<file path="src/rtl/ps2_move_scheduler.sv">
// PS/2 set-2 scancode parser and frame-synchronised move scheduler with typematic repeat.
// Optional macro PS2_MOVE_WASD_EN adds non-extended W/A/S/D as aliases of the arrow keys.
module ps2_move_scheduler #(
  parameter int unsigned REPEAT_DELAY = 15,
  parameter int unsigned REPEAT_RATE  = 4
) (
  input  logic       clock,
  input  logic       reset,
  input  logic       key_valid,
  input  logic [7:0] key_data,
  input  logic       frame_tick,
  input  logic       enable,
  output logic       move_up,
  output logic       move_down,
  output logic       move_left,
  output logic       move_right,
  output logic [3:0] held
);

  typedef enum logic [1:0] {StIdle, StExt, StBrk, StExtBrk} state_e;

  localparam logic [6:0] DelayLim = 7'(REPEAT_DELAY);
  localparam logic [6:0] RateLim  = 7'(REPEAT_RATE);

  state_e     state_q, state_d;
  logic [3:0] held_q, held_d;
  logic [3:0] pend_q, pend_d;
  logic [3:0] phase_q, phase_d;  // 0: waiting out the first delay, 1: repeating at rate
  logic [5:0] cnt_q [4];
  logic [5:0] cnt_d [4];
  logic [3:0] make_ev, brk_ev;
  logic [3:0] fire, out_fire;
  logic [3:0] move_q, move_d;
  logic [6:0] lim, cnt_inc;

  // Direction bit order matches the held output: {right, left, down, up}.
  function automatic logic [3:0] arrow_dir(input logic [7:0] b);
    case (b)
      8'h75:   arrow_dir = 4'b0001;
      8'h72:   arrow_dir = 4'b0010;
      8'h6B:   arrow_dir = 4'b0100;
      8'h74:   arrow_dir = 4'b1000;
      default: arrow_dir = 4'b0000;
    endcase
  endfunction

`ifdef PS2_MOVE_WASD_EN
  function automatic logic [3:0] wasd_dir(input logic [7:0] b);
    case (b)
      8'h1D:   wasd_dir = 4'b0001;
      8'h1B:   wasd_dir = 4'b0010;
      8'h1C:   wasd_dir = 4'b0100;
      8'h23:   wasd_dir = 4'b1000;
      default: wasd_dir = 4'b0000;
    endcase
  endfunction
`endif

  always_comb begin
    state_d = state_q;
    make_ev = 4'b0000;
    brk_ev  = 4'b0000;
    if (key_valid) begin
      unique case (state_q)
        StIdle: begin
          if (key_data == 8'hE0)      state_d = StExt;
          else if (key_data == 8'hF0) state_d = StBrk;
          else begin
            state_d = StIdle;
`ifdef PS2_MOVE_WASD_EN
            make_ev = wasd_dir(key_data);
`endif
          end
        end
        StExt: begin
          if (key_data == 8'hF0)      state_d = StExtBrk;
          else if (key_data == 8'hE0) state_d = StExt;
          else begin
            make_ev = arrow_dir(key_data);
            state_d = StIdle;
          end
        end
        StBrk: begin
          state_d = StIdle;
`ifdef PS2_MOVE_WASD_EN
          brk_ev  = wasd_dir(key_data);
`endif
        end
        StExtBrk: begin
          brk_ev  = arrow_dir(key_data);
          state_d = StIdle;
        end
        default: state_d = StIdle;
      endcase
    end
  end

  // Tick update is computed from pre-key state; a key event in the same cycle overrides it,
  // so the key only influences the following tick.
  always_comb begin
    held_d  = held_q;
    pend_d  = pend_q;
    phase_d = phase_q;
    fire    = 4'b0000;
    lim     = DelayLim;
    cnt_inc = 7'd0;
    for (int i = 0; i < 4; i++) begin
      cnt_d[i] = cnt_q[i];
      if (frame_tick) begin
        lim     = phase_q[i] ? RateLim : DelayLim;
        cnt_inc = {1'b0, cnt_q[i]} + 7'd1;
        if (pend_q[i]) begin
          fire[i]    = 1'b1;
          pend_d[i]  = 1'b0;
          cnt_d[i]   = 6'd0;
          phase_d[i] = 1'b0;
        end else if (held_q[i]) begin
          if (cnt_inc >= lim) begin
            fire[i]    = 1'b1;
            cnt_d[i]   = 6'd0;
            phase_d[i] = 1'b1;
          end else begin
            cnt_d[i] = cnt_inc[5:0];
          end
        end else begin
          cnt_d[i]   = 6'd0;
          phase_d[i] = 1'b0;
        end
      end
      if (make_ev[i] && !held_q[i]) begin
        held_d[i]  = 1'b1;
        pend_d[i]  = 1'b1;
        cnt_d[i]   = 6'd0;
        phase_d[i] = 1'b0;
      end
      if (brk_ev[i]) held_d[i] = 1'b0;
    end
  end

  // Opposing fires cancel at the output only; internal state already advanced above.
  always_comb begin
    out_fire = fire & {4{enable}};
    if (fire[0] && fire[1]) out_fire[1:0] = 2'b00;
    if (fire[2] && fire[3]) out_fire[3:2] = 2'b00;
    move_d = out_fire;
  end

  always_ff @(posedge clock or posedge reset) begin
    if (reset) begin
      state_q <= StIdle;
      held_q  <= 4'b0000;
      pend_q  <= 4'b0000;
      phase_q <= 4'b0000;
      move_q  <= 4'b0000;
      for (int i = 0; i < 4; i++) cnt_q[i] <= 6'd0;
    end else begin
      state_q <= state_d;
      held_q  <= held_d;
      pend_q  <= pend_d;
      phase_q <= phase_d;
      move_q  <= move_d;
      for (int i = 0; i < 4; i++) cnt_q[i] <= cnt_d[i];
    end
  end

  assign move_up    = move_q[0];
  assign move_down  = move_q[1];
  assign move_left  = move_q[2];
  assign move_right = move_q[3];
  assign held       = held_q;

endmodule

</file>
<file path="config.mk">
export PLATFORM = sky130hd
export DESIGN_NAME = ps2_move_scheduler
export DESIGN_NICKNAME = d
export VERILOG_FILES = /design/src/rtl/ps2_move_scheduler.sv
export SDC_FILE = /design/constraint.sdc
export NUM_CORES = 1
export LEC_CHECK = 0
export ABC_AREA = 1
export CAP_MARGIN = 25
export CORE_ASPECT_RATIO = 1.4
export CORE_MARGIN = 2
export CORE_UTILIZATION = 50
export CTS_BUF_LIST = sky130_fd_sc_hd__clkbuf_8 sky130_fd_sc_hd__clkbuf_16
export DETAILED_ROUTE_END_ITERATION = 7
export PLACE_DENSITY_LB_ADDON = 0.25
export SLEW_MARGIN = 10
export SYNTH_ARGS = -nofsm -noshare
export SYNTH_HDL_FRONTEND = slang
export SYNTH_SLANG_ARGS = --single-unit
</file>
<file path="constraint.sdc">
create_clock -name clock -period 1.9 [get_ports clock]
set_input_delay 0.57 -clock clock [delete_from_list [all_inputs] [get_ports clock]]
set_output_delay 0.57 -clock clock [all_outputs]
set_load 0.02 [all_outputs]
</file>
==> summary.txt, run 1 <==
Status
  – Status: completed

Cells and area
  – Layout cells sized above 1: 19.9%
  – Area growth, synth to finish: 27.0%
  – Ant. Diodes: 0
  – FILL cells: 412
  – Final #Nets: 409
  – Non-Filler Instances: 445

STA
  – # setup viols final: 0
  – Period utilization: 97.0%
  – Slew HR: between 80% and 90%
  – Worst Tran Pin Value: 0.263 ns
  – RSZ-0062 raised after global routing: yes
  – Clk_skew: ~0.0060 ns
  – Max frequency: approximately 540 MHz
  – Final hold vios: 0
  – Tmin final: 1.84 ns
  – Pins Over Slew Limit: 0

CTS
  – Sink Count: 42
  – TritonCTS Buffers: 5
  – Htree depth: 2
  – CTS tree: built
  – Hold-fix buffers, CTS: 0
  – CTS root buffer: clkbuf_8
  – Clock latency at the later pin of the worst-skew pair: 0.29 ns
  – Clock edge transition at the registers on the reported setup and hold paths: 0.08 ns
  – Max Root-Sink Buffers: 2

Drt
  – First-pass DRT Iterations: 4
  – Via/cell ratio: 5.04
  – Post-route antenna net violation count: 0
  – 1st-iter DRT viols: 100
  – Post-route DRC: 0
  – Routed WL: roughly 5400 µm
  – Drt wl/cell: about 12 µm
  – Via Count: 2,245

Setup path
  – CP endpoint kind: register
  – Crit path max fanout: 4
  – Critical path data required time: 2.13 ns
  – Kind of critical path: register to register
  – Startpoint types: register
  – CP arrival: 2.07 ns
  – Reg2reg start: cnt_q[13]$_DFFE_PP0P_
  – Setup crit start: cnt_q[13]$_DFFE_PP0P_

Synthesis
  – Share of the synthesized area in the top cell type: 41.0%
  – EDFF count, synth: 0
  – Most frequent cell after synthesis: nand2_1
  – Synth cell types: 34
  – Commonest cells in the netlist: 77 x nand2_1, 63 x inv_1, 42 x dfrtp_1
  – Cell Area, Synth: 2570 µm²
  – Syn_area_per_cell: 7.66 µm²
  – Post-synth top flop: dfrtp_1
  – #FFs+latches synth: 42
  – Largest cells by area after synthesis: dfrtp_1 41%, nand2_1 11%, inv_1 9.2%, ha_1 7.8%, nand3_1 7.8%
  – Total number of yosys warnings: 0
  – Cell count after synthesis: roughly 340
  – Register area share after synthesis: 41.0%
  – Mapped Nets: 364
  – Post-synth top area cell: dfrtp_1
  – FFs w/ async S/R, synth: 100%

Power and ir drop
  – P per Cell Area: 913 nW/µm²
  – Max IR drop VDD: around 0.63 mV
  – Sequential Power Share: 38.5%
  – Switching share of power: 36.3%
  – Clk pwr share: 23.1%
  – Final total power: 0.00298 W
  – Comb power frac: 38.4%
  – Pleak: 1.67 nW
  – NetSw: 0.00108 W
  – P_int: 0.00190 W

Global routing
  – GRT overflow: 0
  – Vias in the first global route: around 2,100
  – First-pass GRT wire length: roughly 8900 µm
  – Total Routing Usage GR: 19.5%
  – Initial antenna violation count: 0
  – Largest net degree at the start of global routing: between 40 and 50

Die
  – Die H: 88.8 µm
  – Num rows: 30
  – Die area: 5730 µm²
  – Count of boundary I/O pins: 21
  – Core Region: between 4000 and 5000 µm²
  – Die Wd: 64.5 µm
  – Starting Density: 52.6%

Job
  – Max-Cap Viols: 0

Place
  – Routability cong.: approximately 0.80
  – Hpwl dp: 3700 µm
  – Dpl cells: 428
  – Port buffer count: 20

Worst hold path
  – Hold Path Class: register to register
  – Worst Hold Launch: cnt_q[11]$_DFFE_PP0P_
registers in the layout (all words and copies together), names as in the netlist:
name	count
state_q	2
cnt_q	24
pend_q	4
phase_q	4
held	4
move_q	4
per-stage QoR:
step                      util (%)  setup TNS (ns)  hold slack (ns)  setup slack, ns  cell area, µm²
final                         66.8               0            0.501           0.0576            3260
after global placement        60.1           -1.52            0.484           -0.183            2930
after CTS                     62.2               0            0.499           0.0103            3040
after detailed placement      60.1           -2.29            0.480           -0.209            2930
after global routing          66.8          -0.220            0.514          -0.0678            3260
after floorplan                  -               0            0.465            0.254            2570
critical path, cell delays in order, from the launching register on:
cell,delay (ns)
dfrtp_1,0.44
nand3_2,0.14
xor2_2,0.22
ha_4,0.16
or2_4,0.22
a21oi_2,0.12
nand4_1,0.20
nor2_1,0.16
nand2_1,0.06
nand2_1,0.06
cell type report:
class / instances / area (µm²) / area share (%)
Clock buffer: 5 / 68.8 / 2.11
Tap cell: 64 / 80.1 / 2.46
Multi-Input combinational cell: 223 / 1390 / 42.6
Timing Repair Buffer: 41 / 373 / 11.4
Clock inverter: 3 / 40.0 / 1.23
Inverter: 67 / 254 / 7.80
Sequential cell: 42 / 1050 / 32.4
per-layer routing:
metal,vias up,track usage [%],wire length (µm)
li1,1139,-,-
met1,1051,23.8,2280
met2,51,34.9,2830
met3,4,3.44,216
met4,0,6.77,48
met5,-,0,0
kinds of logic after synthesis:
group           synth area share, %
compound gates                 6.24
buf+inv                        10.6
fa+ha+maj                      7.80
xor+xnor                       1.37
flops                          41.0
simple gates                   33.0
layout by cell type, fill, tap and decap left out, types with 2 or more instances in the layout:
master and count:
nand2_1 77, inv_1 62, dfrtp_1 39, nand3_1 35, nor2_1 34, buf_4 20, clkdlybuf4s50_1 16, ha_1 11
o21ai_0 10, nand3_2 5, nand2_2 5, clkbuf_8 5, nand4_1 4, inv_2 4, a21oi_2 3, xor2_2 3
o21ai_1 3, ha_4 3, dfrtp_2 3, or2_4 2, nor2_8 2, nand4_2 2, nand2_4 2, nor2_4 2
nor3_2 2, a21oi_1 2, a32oi_1 2, o22ai_2 2, ha_2 2, clkinv_2 2, dlymetal6s2s_1 2, dlygate4sd2_1 2
path summary, 6_finish.rpt:
kind / slack [ns] / end / cells after the start
worst max register to register: 0.06 / cnt_q[14]$_DFFE_PP0P_ / 9
worst min register to register: 0.50 / cnt_q[11]$_DFFE_PP0P_ / 2
max in group asynchronous: 1.04 / cnt_q[0]$_DFFE_PP0P_ / 3
min in group asynchronous: 0.63 / cnt_q[8]$_DFFE_PP0P_ / 3
worst min-delay path: 0.50 / cnt_q[11]$_DFFE_PP0P_ / 2
worst max-delay path: 0.06 / cnt_q[14]$_DFFE_PP0P_ / 9
what timing repair did:
item	4_1_cts	5_1_grt
endpoints found under the setup margin	2	25
pin swaps	0	15
resized for setup	2	35
setup buffers	0	9
power groups by stage:
stage                     Combinational [W]  Sequential (W)  Clock [W]
after floorplan                    0.000709         0.00112          0
after global placement             0.000942         0.00113          0
after detailed placement           0.000974         0.00113          0
after CTS                          0.000983         0.00111   0.000705
after global routing                0.00135         0.00116   0.000748
final                               0.00114         0.00115   0.000689
(Power assumes the default switching activity.)
==> inputs of run 2 (changes only) <==
--- a/config.mk
+++ b/config.mk
@@ -12,7 +12,7 @@
 export CORE_UTILIZATION = 50
 export CTS_BUF_LIST = sky130_fd_sc_hd__clkbuf_8 sky130_fd_sc_hd__clkbuf_16
 export DETAILED_ROUTE_END_ITERATION = 7
-export PLACE_DENSITY_LB_ADDON = 0.25
+export PLACE_DENSITY = 0.76
 export SLEW_MARGIN = 10
 export SYNTH_ARGS = -nofsm -noshare
 export SYNTH_HDL_FRONTEND = slang
==> run 2 against run 1 <==
- flip-flop and latch count stayed put
- cell count is 0.22% higher
- clock power is 1% higher
- utilization hardly changed
- clock-buffer cell count stayed put
- critical path depth stayed put
- register-to-register slack worse by 0.02 ns
- maximum frequency is 0.96% lower
- design area hardly changed
- largest cell class unchanged
==> summary.txt, run 2 (synthesis results as in run 1) <==
Drt
  – Post-route antenna net violation count: 0
  – Via/cell ratio: 5.16
  – Drt wl/cell: 13.0 µm
  – Routed WL: 5780 µm
  – Via Count: between 2,000 and 2,500
  – Post-route DRC: 0
  – 1st-iter DRT viols: approximately 120
  – First-pass DRT Iterations: 4

Setup path
  – Worst path cell trace: nand3_4 > xor2_2 > ha_2 > or2_4 > a21oi_4 > nand4_1 > nor2_1 > nand2_1 > nand2_1
  – Slowest CP cell: dfrtp_2
  – Critical path data required time: 2.13 ns
  – Top cell by count, worst path: nand2_1
  – Kind of critical path: register to register
  – CP arrival: 2.09 ns
  – Startpoint types: register
  – Slowest stage delay, CP: 0.46 ns
  – CP endpoint kind: register
  – Crit path max fanout: 5

STA
  – Final hold vios: 0
  – Tmin final: 1.86 ns
  – Max frequency: 538 MHz
  – Worst Tran Pin Value: ~0.3 ns
  – Worst setup margin: 0.0398 ns
  – RSZ-0062 raised after global routing: yes
  – Clk_skew: 0.0107 ns
  – Pins Over Slew Limit: 0
  – WHS: 0.500 ns
  – # setup viols final: 0
  – Period utilization: 97.9%
  – Slew HR: 79.6%

Place
  – Port buffer count: 20
  – Routability cong.: 0.861
  – Hpwl dp: 4050 µm
  – Place WS: -0.176 ns

CTS
  – Clock latency at the later pin of the worst-skew pair: 0.29 ns
  – CTS root buffer: clkbuf_8
  – CTS tree: built
  – Max Root-Sink Buffers: 2
  – Hold-fix buffers, CTS: 0
  – Sink Count: 42
  – Htree depth: 2
  – Clock edge transition at the registers on the reported setup and hold paths: 0.08 ns
  – TritonCTS Buffers: 5

Die
  – Die H: 88.8 µm
  – Die Wd: around 65 µm
  – Num rows: 30
  – Starting Density: 52.6%
  – Die area: 5730 µm²
  – Core Region: 4880 µm²
  – Count of boundary I/O pins: 21

Cells and area
  – Commonest non-fill, non-tap cell in the layout: nand2_1
  – Largest register by flop count: cnt_q
  – Max reg flops: 24
  – Area growth, synth to finish: 27.0%
  – Final #Nets: 410
  – Commonest cells after routing, fill and taps aside: 74 x nand2_1, 63 x inv_1, 40 x dfrtp_1
  – FILL cells: 418
  – Layout cells sized above 1: 19.4%
  – Ant. Diodes: 0

Power and ir drop
  – P_int: 0.00194 W
  – NetSw: ~0.0012 W
  – Max IR drop VDD: 0.679 mV
  – Sequential Power Share: around 37%
  – Switching share of power: between 30 and 40%
  – Comb power frac: between 40% and 50%
  – P per Cell Area: 956 nW/µm²
  – Pleak: roughly 1.7 nW
  – Clk pwr share: 22.4%

Global routing
  – Largest net degree at the start of global routing: 43
  – GRT overflow: 0
  – Vias in the first global route: 2,221
  – Total Routing Usage GR: 20.9%
  – Initial antenna violation count: 0
  – First-pass GRT wire length: 9290 µm

Status
  – Status: completed

Worst hold path
  – Hold Path Class: register to register

Job
  – Max-Cap Viols: 0
==> run 2: changes by cell type in the layout (fill, tap and decap cells not counted), moves of 2 or more <==
| cell | previous run | this run |
|---|---|---|
| ha_1 | 11 | 13 |
| o21ai_1 | 3 | 1 |
| o21ai_0 | 10 | 12 |
| nand2_2 | 5 | 8 |
| clkinv_2 | 2 | 0 |
| nand2_1 | 77 | 74 |
==> run 2: power by group through the flow <==
stage / clock, W / sequential (W) / combinational (W)
CTS: 0.000707 / 0.00114 / 0.000996
floorplan: 0 / 0.00112 / 0.000709
finish: 0.000699 / 0.00116 / 0.00126
global route: 0.000751 / 0.00117 / 0.00144
detailed placement: 0 / 0.00115 / 0.000972
global placement: 0 / 0.00114 / 0.000937
==> run 2: timing repair <==
action                     in CTS  in global routing
hold endpoints to repair        0                  0
resized for setup               3                 27
pin swaps                       1                  9
setup endpoints to repair       5                 26
setup buffers                   1                 11
==> run 2: layout make-up <==
| class | count | area [µm²] | area share, % |
|---|---|---|---|
| multi-input cells | 223 | 1370 | 41.9 |
| flip-flops and latches | 42 | 1050 | 32.3 |
| repair buffers | 42 | 397 | 12.2 |
| inverters | 67 | 254 | 7.79 |
| well taps | 64 | 80.1 | 2.46 |
| clock buffers | 5 | 68.8 | 2.11 |
| clock inverters | 3 | 41.3 | 1.27 |
==> run 2: path summary, 6_finish.rpt <==
path / from / end / slack (ns) / depth (start not counted)
min: cnt_q[11]$_DFFE_PP0P_ / cnt_q[11]$_DFFE_PP0P_ / 0.50 / 2
max in group asynchronous: reset / cnt_q[12]$_DFFE_PP0P_ / 1.05 / 3
min reg2reg: cnt_q[11]$_DFFE_PP0P_ / cnt_q[11]$_DFFE_PP0P_ / 0.50 / 2
min in group asynchronous: reset / pend_q[1]$_DFFE_PP0P_ / 0.63 / 3
max: cnt_q[12]$_DFFE_PP0P_ / cnt_q[14]$_DFFE_PP0P_ / 0.04 / 9
max reg2reg: cnt_q[12]$_DFFE_PP0P_ / cnt_q[14]$_DFFE_PP0P_ / 0.04 / 9
==> run 2: metal layers <==
layer  GRT usage (%)  wire length [µm]  up-vias
met5               0                 0        -
met2            39.6              3180       60
li1                -                 -     1144
met3            3.05               165       13
met1            23.7              2270     1084
met4            7.74               165        0
==> run 2: critical path, delay by kind of cell (launching register included) <==
kind / cells / cell delay (ns)
AO/OA/AOI/OAI: 1 / 0.12
XOR/XNOR: 1 / 0.17
adder cells (fa/ha/maj): 1 / 0.17
flip-flops: 1 / 0.46
AND/OR/NAND/NOR: 6 / 0.87
==> run 2: stage by stage <==
| step | setup TNS, ns | instance area (µm²) | power, W | cells | util, % |
|---|---|---|---|---|---|
| global placement | -1.57 | 2930 | 0.00208 | 426 | 60.0 |
| detailed placement | -2.52 | 2930 | 0.00212 | 426 | 60.0 |
| finish | 0 | 3260 | 0.00311 | 446 | 66.8 |
| floorplan | 0 | 2570 | 0.00183 | 335 | - |
| global route | -0.239 | 3260 | 0.00336 | 446 | 66.8 |
| CTS | 0 | 3050 | 0.00284 | 435 | 62.5 |
